$ cat config.mk
export PLATFORM = sky130hd
export DESIGN_NAME = fib_seq_stream
export DESIGN_NICKNAME = d
export VERILOG_FILES = /design/src/rtl/fib_pkg.sv /design/src/rtl/fib_tag_adder.sv /design/src/rtl/fib_seq_stream.sv
export SDC_FILE = /design/constraint.sdc
export NUM_CORES = 1
export LEC_CHECK = 0
export CORE_MARGIN = 4
export CORE_UTILIZATION = 50
export CTS_CLUSTER_DIAMETER = 30
export CTS_CLUSTER_SIZE = 16
export DETAILED_ROUTE_END_ITERATION = 10
export PLACE_DENSITY = 0.71
export SETUP_SLACK_MARGIN = 0.3
export SYNTH_ARGS = -nofsm -noshare
export SYNTH_HDL_FRONTEND = slang
export SYNTH_SLANG_ARGS = --single-unit
$ cat constraint.sdc
create_clock -name clk -period 4.3 [get_ports clk]
set_input_delay 0.86 -clock clk [delete_from_list [all_inputs] [get_ports clk]]
set_output_delay 0.86 -clock clk [all_outputs]
set_load 0.01 [all_outputs]
$ cat src/rtl/fib_pkg.sv
// Shared types and constants for the Fibonacci/Lucas term streamer.
// Seeds are plain integers; users cast them to their own data width.
package fib_pkg;

    typedef enum logic {
        IDLE = 1'b0,
        RUN  = 1'b1
    } state_t;

    localparam logic MODE_FIB   = 1'b0;
    localparam logic MODE_LUCAS = 1'b1;

    localparam int FIB_T0 = 0;
    localparam int FIB_T1 = 1;
    localparam int LUC_T0 = 2;
    localparam int LUC_T1 = 1;

endpackage

$ cat src/rtl/fib_tag_adder.sv
// Combinational DATA_W-bit adder whose overflow tag is sticky across terms.
// Zero latency; no flow control.
module fib_tag_adder #(
    parameter int DATA_W = 17
) (
    input  logic [DATA_W-1:0] a,
    input  logic [DATA_W-1:0] b,
    input  logic              a_tag,
    input  logic              b_tag,
    output logic [DATA_W-1:0] sum,
    output logic              sum_tag
);

    logic carry;

    assign {carry, sum} = {1'b0, a} + {1'b0, b};
    // Once any operand has overflowed, every later term is also out of range.
    assign sum_tag = carry | a_tag | b_tag;

endmodule

$ cat src/rtl/fib_seq_stream.sv
// Streams Fibonacci or Lucas terms T(0)..T(n), one per clock, after a go pulse.
// First term one cycle after acceptance; no backpressure, go is ignored while busy.
module fib_seq_stream
    import fib_pkg::*;
#(
    parameter int DATA_W = 17,
    parameter int N_W    = 5
) (
    input  logic              clk,
    input  logic              reset,
    input  logic [N_W-1:0]    n,
    input  logic              mode,
    input  logic              go,
    output logic              busy,
    output logic [DATA_W-1:0] dataOut,
    output logic              valid,
    output logic [N_W-1:0]    term_idx,
    output logic              done,
    output logic              ovf
);

    state_t            state;
    state_t            state_nxt;
    logic [DATA_W-1:0] term_a;
    logic [DATA_W-1:0] term_b;
    logic [DATA_W-1:0] sum;
    logic              tag_a;
    logic              tag_b;
    logic              sum_tag;
    logic [N_W-1:0]    cnt;
    logic [N_W-1:0]    k;
    logic              accept;
    logic              last;

    fib_tag_adder #(.DATA_W(DATA_W)) u_adder (
        .a       (term_a),
        .b       (term_b),
        .a_tag   (tag_a),
        .b_tag   (tag_b),
        .sum     (sum),
        .sum_tag (sum_tag)
    );

    always_ff @(posedge clk or negedge reset) begin
        if (!reset) begin
            state <= IDLE;
        end else begin
            state <= state_nxt;
        end
    end

    always_comb begin
        state_nxt = state;
        case (state)
            IDLE:    if (go) state_nxt = RUN;
            RUN:     if (tag_a || (k == cnt)) state_nxt = IDLE;
            default: state_nxt = IDLE;
        endcase
    end

    always_comb begin
        busy   = (state == RUN);
        accept = (state == IDLE) && go;
        last   = (state == RUN) && (tag_a || (k == cnt));
    end

    always_ff @(posedge clk or negedge reset) begin
        if (!reset) begin
            term_a   <= '0;
            term_b   <= '0;
            tag_a    <= 1'b0;
            tag_b    <= 1'b0;
            cnt      <= '0;
            k        <= '0;
            dataOut  <= '0;
            term_idx <= '0;
            valid    <= 1'b0;
            done     <= 1'b0;
            ovf      <= 1'b0;
        end else begin
            valid <= 1'b0;
            done  <= 1'b0;
            if (accept) begin
                cnt    <= n;
                k      <= '0;
                term_a <= (mode == MODE_LUCAS) ? DATA_W'(LUC_T0) : DATA_W'(FIB_T0);
                term_b <= (mode == MODE_LUCAS) ? DATA_W'(LUC_T1) : DATA_W'(FIB_T1);
                tag_a  <= 1'b0;
                tag_b  <= 1'b0;
                ovf    <= 1'b0;
            end else if (busy) begin
                valid    <= 1'b1;
                done     <= last;
                term_idx <= k;
                // A tagged term ends the run with a saturated beat at its own index.
                if (tag_a) begin
                    dataOut <= '1;
                    ovf     <= 1'b1;
                end else begin
                    dataOut <= term_a;
                    if (!last) begin
                        term_a <= term_b;
                        tag_a  <= tag_b;
                        term_b <= sum;
                        tag_b  <= sum_tag;
                        k      <= k + 1'b1;
                    end
                end
            end
        end
    end

endmodule

== Word-level counts from Yosys, hierarchy flattened ==
Cells that the tools add are included.

* Bits in registers: 72
* Input bits: 9
* Output and inout bits: 26
* Word-level logic and storage cells: 61

* $add $sub $neg: 2
* Equality and inequality tests: 3
* Muxes and demuxes: 32
* Bitwise gates (word level): 4
* Reductions and logical operators: 8

{| class="wikitable"
|+ Operators by type and width
! kind !! number
|-
| 2-to-1 mux 17 bit || 9
|-
| 2-to-1 mux 5 bit || 4
|-
| adder 17 x 17 -> 18 bit || 1
|-
| 2-to-1 mux 1 bit || 17
|-
| adder 5 x 1 -> 5 bit, second input constant || 1
|-
| == test 5 bit || 1
|-
| AND reduction 2 bit || 2
|-
| nonzero test 2 bit || 2
|-
| AND reduction 3 bit || 1
|-
| logical AND 1 bit || 2
|-
| 2-to-1 mux 2 bit || 1
|-
| inequality test 2 x 1 -> 1 bit, second input constant || 1
|-
| inequality test 2 bit, second input constant || 1
|-
| inverter 1 bit || 2
|-
| OR 1 bit || 2
|-
| one-hot mux 1 bit (2 select lines) || 1
|-
| logical OR 1 bit || 1
|}

== Longest topological paths before layout ==
Gate-level depths: netlist of run 1.

* Word-level depth: 7
* Depth in mapped cells: 9
* Gate-level depth less buffers: 9

== Modules after synthesis ==
A second synthesis of run 1 with hierarchy kept.

* Cells, all modules: 334
* Area, all modules: 3589.7 µm²

{| class="wikitable"
|+ Modules (own cells, without submodules)
! module !! instances !! cells an instance !! area an instance (µm²) !! sequential area each (µm²)
|-
| fib_seq_stream || 1 || 232 || 2811.4 || 1801.7
|-
| fib_tag_adder || 1 || 102 || 778.2 || 0.0
|}

== Worst setup path before layout of run 1 ==
OpenSTA, ideal clock, no wires.

* Path type: reg-to-reg
* Start point: register term_a[0]
* End point: register term_b[14]
* Setup time: 0.104 ns
* Data arrival time: 1.959 ns
* Setup slack: 2.237 ns
* Cell stages (with the launch flop): 9
* Clock period less this slack: 2.063 ns
* Cell sequence: dfrtp_1 > ha_1 > inv_1 > fa_1 > nor2b_2 > o31a_1 > o22ai_1 > o32a_1 > o311ai_1

* Word-level cells in the longest chain between the ends: 5

{| class="wikitable"
|+ Ends and longest elaborated chain
! item !! line !! source
|-
| from (decl) || fib_seq_stream.sv:24 || <nowiki>logic [DATA_W-1:0] term_a;</nowiki>
|-
| from (signal assigned) || fib_seq_stream.sv:86 || <nowiki>term_a <= (mode == MODE_LUCAS) ? DATA_W'(LUC_T0) : DATA_W'(FIB_T0);</nowiki>
|-
| from (signal assigned) || fib_seq_stream.sv:102 || <nowiki>term_a <= term_b;</nowiki>
|-
| adder 17 x 17 -> 18 bit || fib_tag_adder.sv:16 || <nowiki>assign {carry, sum} = {1'b0, a} + {1'b0, b};</nowiki>
|-
| 2-to-1 mux 17 bit || fib_seq_stream.sv:101 || <nowiki>if (!last) begin</nowiki>
|-
| 2-to-1 mux 17 bit || fib_seq_stream.sv:96 || <nowiki>if (tag_a) begin</nowiki>
|-
| 2-to-1 mux 17 bit || fib_seq_stream.sv:91 || <nowiki>end else if (busy) begin</nowiki>
|-
| 2-to-1 mux 17 bit || fib_seq_stream.sv:83 || <nowiki>if (accept) begin</nowiki>
|-
| to (signal assigned) || fib_seq_stream.sv:87 || <nowiki>term_b <= (mode == MODE_LUCAS) ? DATA_W'(LUC_T1) : DATA_W'(FIB_T1);</nowiki>
|-
| to (signal assigned) || fib_seq_stream.sv:104 || <nowiki>term_b <= sum;</nowiki>
|-
| to (decl) || fib_seq_stream.sv:25 || <nowiki>logic [DATA_W-1:0] term_b;</nowiki>
|}

Every way passes these cells. The select of a mux whose other input is x is not followed.
A chain may end at the register's enable or synchronous reset.

== Worst setup path in the final report of run 1 ==
* Start point: register state, in the netlist busy
* End point: output port busy

{| class="wikitable"
|+ RTL lines
! item !! line !! source
|-
| from (decl) || fib_seq_stream.sv:22 || <nowiki>state_t state;</nowiki>
|-
| from (signal assigned) || fib_seq_stream.sv:48 || <nowiki>state <= state_nxt;</nowiki>
|-
| to (decl) || fib_seq_stream.sv:14 || <nowiki>output logic busy,</nowiki>
|}

No word-level cell between the ends.

==> impl_metrics.yaml, run 1 <==
grt:
  antenna_found_initial: 0
  grt_use_total_pct: 19.2
  overflow: 0
  grt_pass1_wl_um: 13200
  grt_max_degree: 43
  grt_pass1_vias: 2711
sta:
  max_slew_margin_pct: 40.4
  clock.fmax_ghz: 0.374
  worst_slew_pin_slew_ps: 895
  post-route-period-util_pct: 62.1
  final.setup.tns_ps: 0
  setup_viol: 0
  report.final.slew_viol_count: 0
  hold_violations: 0
  finalCriticalPeriod_ps: 2670
  fin_worst_skew_ps: 10.8
  rsz0062_at_grt: "no"
  worst_slack_ps: 1630
die:
  fp.coreArea_um2: 6940
  die_area_um2: 8760
  die_w_um: 93.6
  die_y_um: 93.6
  start_util_pct: 52.7
  rows: 30
  ios: 35
clock_network:
  cts_max_level: 3
  clkTransAtPathRegs_ps: 80
  cts_tree: "built"
  cts_buffers: 9
  hold_buffers: 0
  clock_path_buffers: 2
  cts_setup_buffers: 0
  clk_latency_ps: 350
  postCtsResizedCells: 0
  clockRootBuffer: "clkbuf_8"
  clock-sinks: 72
routing:
  finalWirelength_um: 7700
  dr.pass1.iters: 4
  dr.first_iter.drc_count: 95
  ant_nets: 0
  drc_errors: 0
  vias: 2824
  routed_via_density: 5.46
  wl_per_cell_um: 14.9
yosys:
  syn_area_per_cell_um2: 9.46
  synthArstFlopShare_pct: 100
  ys_types: 45
  dominantRegCellSynth: "dfrtp_1"
  synth-seq-area-share_pct: 49.2
  ys_ff_latch: 72
  synth_area_um2: 3660
  synth_edf_count: 0
  synthCells: 387
  synth_nets: 415
  yosys_warnings: 0
power:
  p_per_area_nw_per_um2: 794
  p_total_mw: 3.37
  ir_drop_v: 0.000421
  leakage_nw: 1.99
worst_setup_path:
  cp.arrival_ps: 1810
  crit_path_start_kind: "flip-flop"
  critPathKind: "flip-flop to output port"
  worstPathRequired_ps: 3440
  end_kind: "output port"
  reg2reg_depth: 7
  cp_max_fo: 35
min_path:
  hold_path_class: "flip-flop to flip-flop"
  hold_depth: 2
place:
  gp_congestion: 0.831
  dp_hpwl_um: 5270
  portBuffers: 34
  post-place-ws_ps: 1630
job:
  cap_violations: 0
cells_and_area:
  num_antenna_cells: 0
  area_growth_pct: 16.0
  drive_above_1_share_pct: 7.36
  nets: 444
run_status:
  status: "complete, no violations"
-- worst max-delay path: stages (launching register included) --
cell	delay, ps
dfrtp_1	450
buf_4	390
clkdlybuf4s50_1	620
-- path summary, 6_finish.rpt --
kind | start | slack (ps) | end
setup / recovery | busy$_DFF_PN0_ | 1630 | busy
setup reg to reg | k[1]$_DFFE_PN0P_ | 1770 | tag_b$_DFFE_PN0P_
hold / removal | cnt[1]$_DFFE_PN0P_ | 500 | cnt[1]$_DFFE_PN0P_
min in group asynchronous | reset | 550 | term_a[12]$_DFFE_PN0P_
max in group asynchronous | reset | 2740 | term_a[0]$_DFFE_PN0P_
hold reg to reg | cnt[1]$_DFFE_PN0P_ | 500 | cnt[1]$_DFFE_PN0P_
-- final cells by class --
| cell class | count | area (um^2) |
|---|---|---|
| Inverter | 5 | 18.8 |
| Clock inverter | 5 | 56.3 |
| Clock buffer | 11 | 141 |
| Timing Repair Buffer | 40 | 380 |
| Fill cell | 605 | 2700 |
| Tap cell | 96 | 120 |
| Sequential cell | 72 | 1800 |
| Multi-Input combinational cell | 288 | 1730 |
-- layer usage --
metal / vias up / wire [um] / global-route usage, %
li1: 1407 / - / -
met1: 1355 / 3700 / 26.6
met2: 57 / 3640 / 30.3
met3: 5 / 270 / 4.18
met4: 0 / 78 / 5.42
met5: - / 0 / 0
-- synth_stat cells, types with 3 or more instances --
cell type | number | share of area [%]
dfrtp_1 | 72 | 49
nand2_1 | 65 | 6.7
nand3_1 | 37 | 5.1
nor2_1 | 32 | 3.3
o21ai_0 | 32 | 4.4
a21oi_1 | 26 | 3.6
ha_1 | 18 | 6.2
clkbuf_1 | 12 | 1.2
xnor2_1 | 11 | 2.6
xor2_1 | 9 | 2.2
o22a_1 | 6 | 1.4
a21o_1 | 5 | 1.0
inv_1 | 5 | 0.51
mux2_2 | 5 | 1.5
buf_6 | 4 | 1.2
nand2b_1 | 4 | 0.68
o21a_1 | 4 | 0.82
buf_2 | 3 | 0.41
nand4_1 | 3 | 0.51
o21bai_1 | 3 | 0.62
o31a_1 | 3 | 0.72
-- kinds of logic (layout without fill, tap and decap cells) --
group | count (synthesis) | after routing | synth area share, %
simple gates | 149 | 149 | 17.7
mux | 5 | 5 | 1.54
buf+inv | 27 | 61 | 3.79
xor+xnor | 20 | 20 | 4.78
compound gates | 95 | 95 | 16.3
flops | 72 | 72 | 49.2
fa+ha+maj | 19 | 19 | 6.70
-- power breakdown --
group          internal (mW)  total [mW]  switching, mW  leakage, nW
clock network          0.283       0.540          0.257       0.0993
registers              0.969        1.19          0.218        0.909
logic                  0.728        1.65          0.920        0.978
total                   1.98        3.37           1.39         1.99
-- cells in the final DEF, fill, tap and decap left out, types with 6 or more instances in the layout --
cell type / Yosys / layout
dfrtp_1: 72 / 72
nor2_1: 32 / 32
buf_4: 1 / 6
clkdlybuf4s50_1: 0 / 33
clkbuf_8: 0 / 10
a21oi_1: 26 / 26
o21ai_0: 32 / 32
nand2_1: 65 / 65
xor2_1: 9 / 9
ha_1: 18 / 18
o22a_1: 6 / 6
xnor2_1: 11 / 11
nand3_1: 37 / 37
-- registers in the layout (all words and copies together), names as in the netlist --
signal    count
ovf           1
cnt           5
done          1
term_idx      5
term_b       17
dataOut      17
tag_b         1
valid         1
k             5
busy          1
term_a       17
tag_a         1
-- metrics by stage --
| step | std cells | area (um^2) | hold WS, ps | utilization [%] |
|---|---|---|---|---|
| after floorplan | 387 | 3660 | 455 | - |
| after global placement | 501 | 4050 | 470 | 58.3 |
| after detailed placement | 501 | 4050 | 480 | 58.3 |
| after CTS | 517 | 4250 | 499 | 61.2 |
| after global routing | 517 | 4250 | 525 | 61.2 |
| final | 517 | 4250 | 500 | 61.2 |
Power figures use the tool's default switching activity.
==> run 2, diff against run 1 <==
PLACE_DENSITY = 0.74   (was 0.71)
clock period = 2.3 ns   (was 4.3 ns; I/O delays follow)
==> impl_metrics.yaml, run 2 (same netlist as run 1, synthesis figures left out) <==
routing:
  vias: 2914
  dr.first_iter.drc_count: 157
  finalWirelength_um: 8070
  drc_errors: 0
  ant_nets: 0
  dr.pass1.iters: 4
  routed_via_density: 5.50
  wl_per_cell_um: 15.2
cells_and_area:
  drive_above_1_share_pct: 13.4
  final_cell_mix: "dfrtp_1, nand2_1, nand3_1"
  fin_util_pct: 64.8
  final_common_cell: "dfrtp_1"
  multi_input_area_um2: 1820
  area_growth_pct: 22.9
  stdcell_count: 530
  design_area_um2: 4500
  nets: 457
  regArea_um2: 1800
  fill_cells: 564
  num_antenna_cells: 0
  top_regs: "dataOut x17, term_a x17, term_b x17"
run_status:
  status: "complete, no violations"
die:
  die_y_um: 93.6
  die_w_um: 93.6
  rows: 30
  fp.coreArea_um2: 6940
  start_util_pct: 52.7
  ios: 35
  die_area_um2: 8760
clock_network:
  cts_tree: "built"
  cts_buffers: 9
  clock_path_buffers: 2
  clk_latency_ps: 350
  clkTransAtPathRegs_ps: 80
  cts_max_level: 3
  clock-sinks: 72
  hold_buffers: 0
  clockRootBuffer: "clkbuf_8"
place:
  dp_cells: 508
  portBuffers: 34
  post-place-ws_ps: 198
  gp_congestion: 0.873
  place_area_um2: 4150
  dp_hpwl_um: 5040
sta:
  setup_viol: 0
  rsz0062_at_grt: "yes"
  worst_slack_ps: 205
  clock.fmax_ghz: 0.477
  final.setup.tns_ps: 0
  fin_worst_skew_ps: 9.83
  worst_slew_pin_slew_ps: 416
  max_slew_margin_pct: 71.9
  post-route-period-util_pct: 91.1
  hold_violations: 0
  report.final.slew_viol_count: 0
  whs_ps: 132
  finalCriticalPeriod_ps: 2090
power:
  ir_drop_v: 0.000637
  leakage_nw: 2.07
  p_per_area_nw_per_um2: 1510
  p_total_mw: 6.78
grt:
  grt_pass1_vias: 2748
  grt_pass1_wl_um: 13100
  grt_use_total_pct: 18.9
  grt_max_degree: 73
  antenna_found_initial: 0
  overflow: 0
worst_setup_path:
  critical-path-top-delay-family: "compound AO/OA/AOI/OAI gates"
  max_stage_delay_ps: 410
  worstPathRequired_ps: 2550
  end_kind: "flip-flop"
  crit_path_start_kind: "flip-flop"
  critPathKind: "flip-flop to flip-flop"
  cp_max_fo: 5
  cpMaxStageDelayCell: "dfrtp_1"
  path_buf_inv: 1
  path_cells: "ha_4, inv_2, fa_2, nor2b_2, o31a_1, o22ai_4, o32a_1, o311ai_1"
  cp.arrival_ps: 2340
min_path:
  hold_path_class: "input port to asynchronous set/reset pin"
job:
  cap_violations: 0
[run 2: changes by cell type in the layout (fill, tap and decap cells not counted), sizes merged]
cell      delta
clkbuf       -1
inv          +2
clkinv       -1
clkinvlp     +1
buf         +12
[run 2: cell type report]
cell class / instances / share of cell area, %
Tap cell: 96 / 2.67
Timing Repair Buffer: 53 / 11.8
Clock buffer: 9 / 2.75
Inverter: 5 / 0.417
Multi-Input combinational cell: 288 / 40.5
Clock inverter: 7 / 1.78
Sequential cell: 72 / 40.1
[run 2: power by group]
part           leakage [nW]  total [mW]  switching [mW]  internal (mW)
clock                0.0964        1.02           0.511          0.512
combinational          1.07        3.54            1.90           1.64
sequential            0.909        2.21           0.401           1.81
[run 2: path summary, 6_finish.rpt]
| check | from | to | slack, ps | depth (start not counted) |
|---|---|---|---|---|
| setup reg to reg | term_b[0]$_DFFE_PN0P_ | term_b[14]$_DFFE_PN0P_ | 210 | 8 |
| setup / recovery | term_b[0]$_DFFE_PN0P_ | term_b[14]$_DFFE_PN0P_ | 210 | 8 |
| hold reg to reg | dataOut[13]$_DFFE_PN0P_ | dataOut[13]$_DFFE_PN0P_ | 500 | 1 |
| hold / removal | reset | term_a[3]$_DFFE_PN0P_ | 130 | 2 |
| max in group asynchronous | reset | term_b[6]$_DFFE_PN0P_ | 1870 | 2 |
| min in group clk | dataOut[13]$_DFFE_PN0P_ | dataOut[13]$_DFFE_PN0P_ | 500 | 1 |
[run 2: timing repair]
action | in CTS | in global routing
buffers inserted | 2 | 3
cloned | 0 | 1
hold endpoints to repair | 0 | 0
endpoints found under the setup margin | 6 | 11
gates resized for setup | 1 | 16
pin swaps | 2 | 2
[run 2: worst register-to-register path, delay by kind of cell (launching register included)]
| family | cells | cell delay [ps] |
|---|---|---|
| and+or+nand+nor | 1 | 130 |
| DFF | 1 | 410 |
| adders and majority gates | 2 | 520 |
| AOI/OAI and AO/OA | 4 | 910 |
| buffers and inverters | 1 | 40 |
[run 2: metal layers]
metal  track usage, %  vias to the layer above  part of all wire [%]
met5                0                        -                     0
met4             7.46                        0                   1.8
met3             4.18                       13                   5.0
met2             29.3                       76                    47
met1             25.7                     1391                    46
li1                 -                     1434                     -
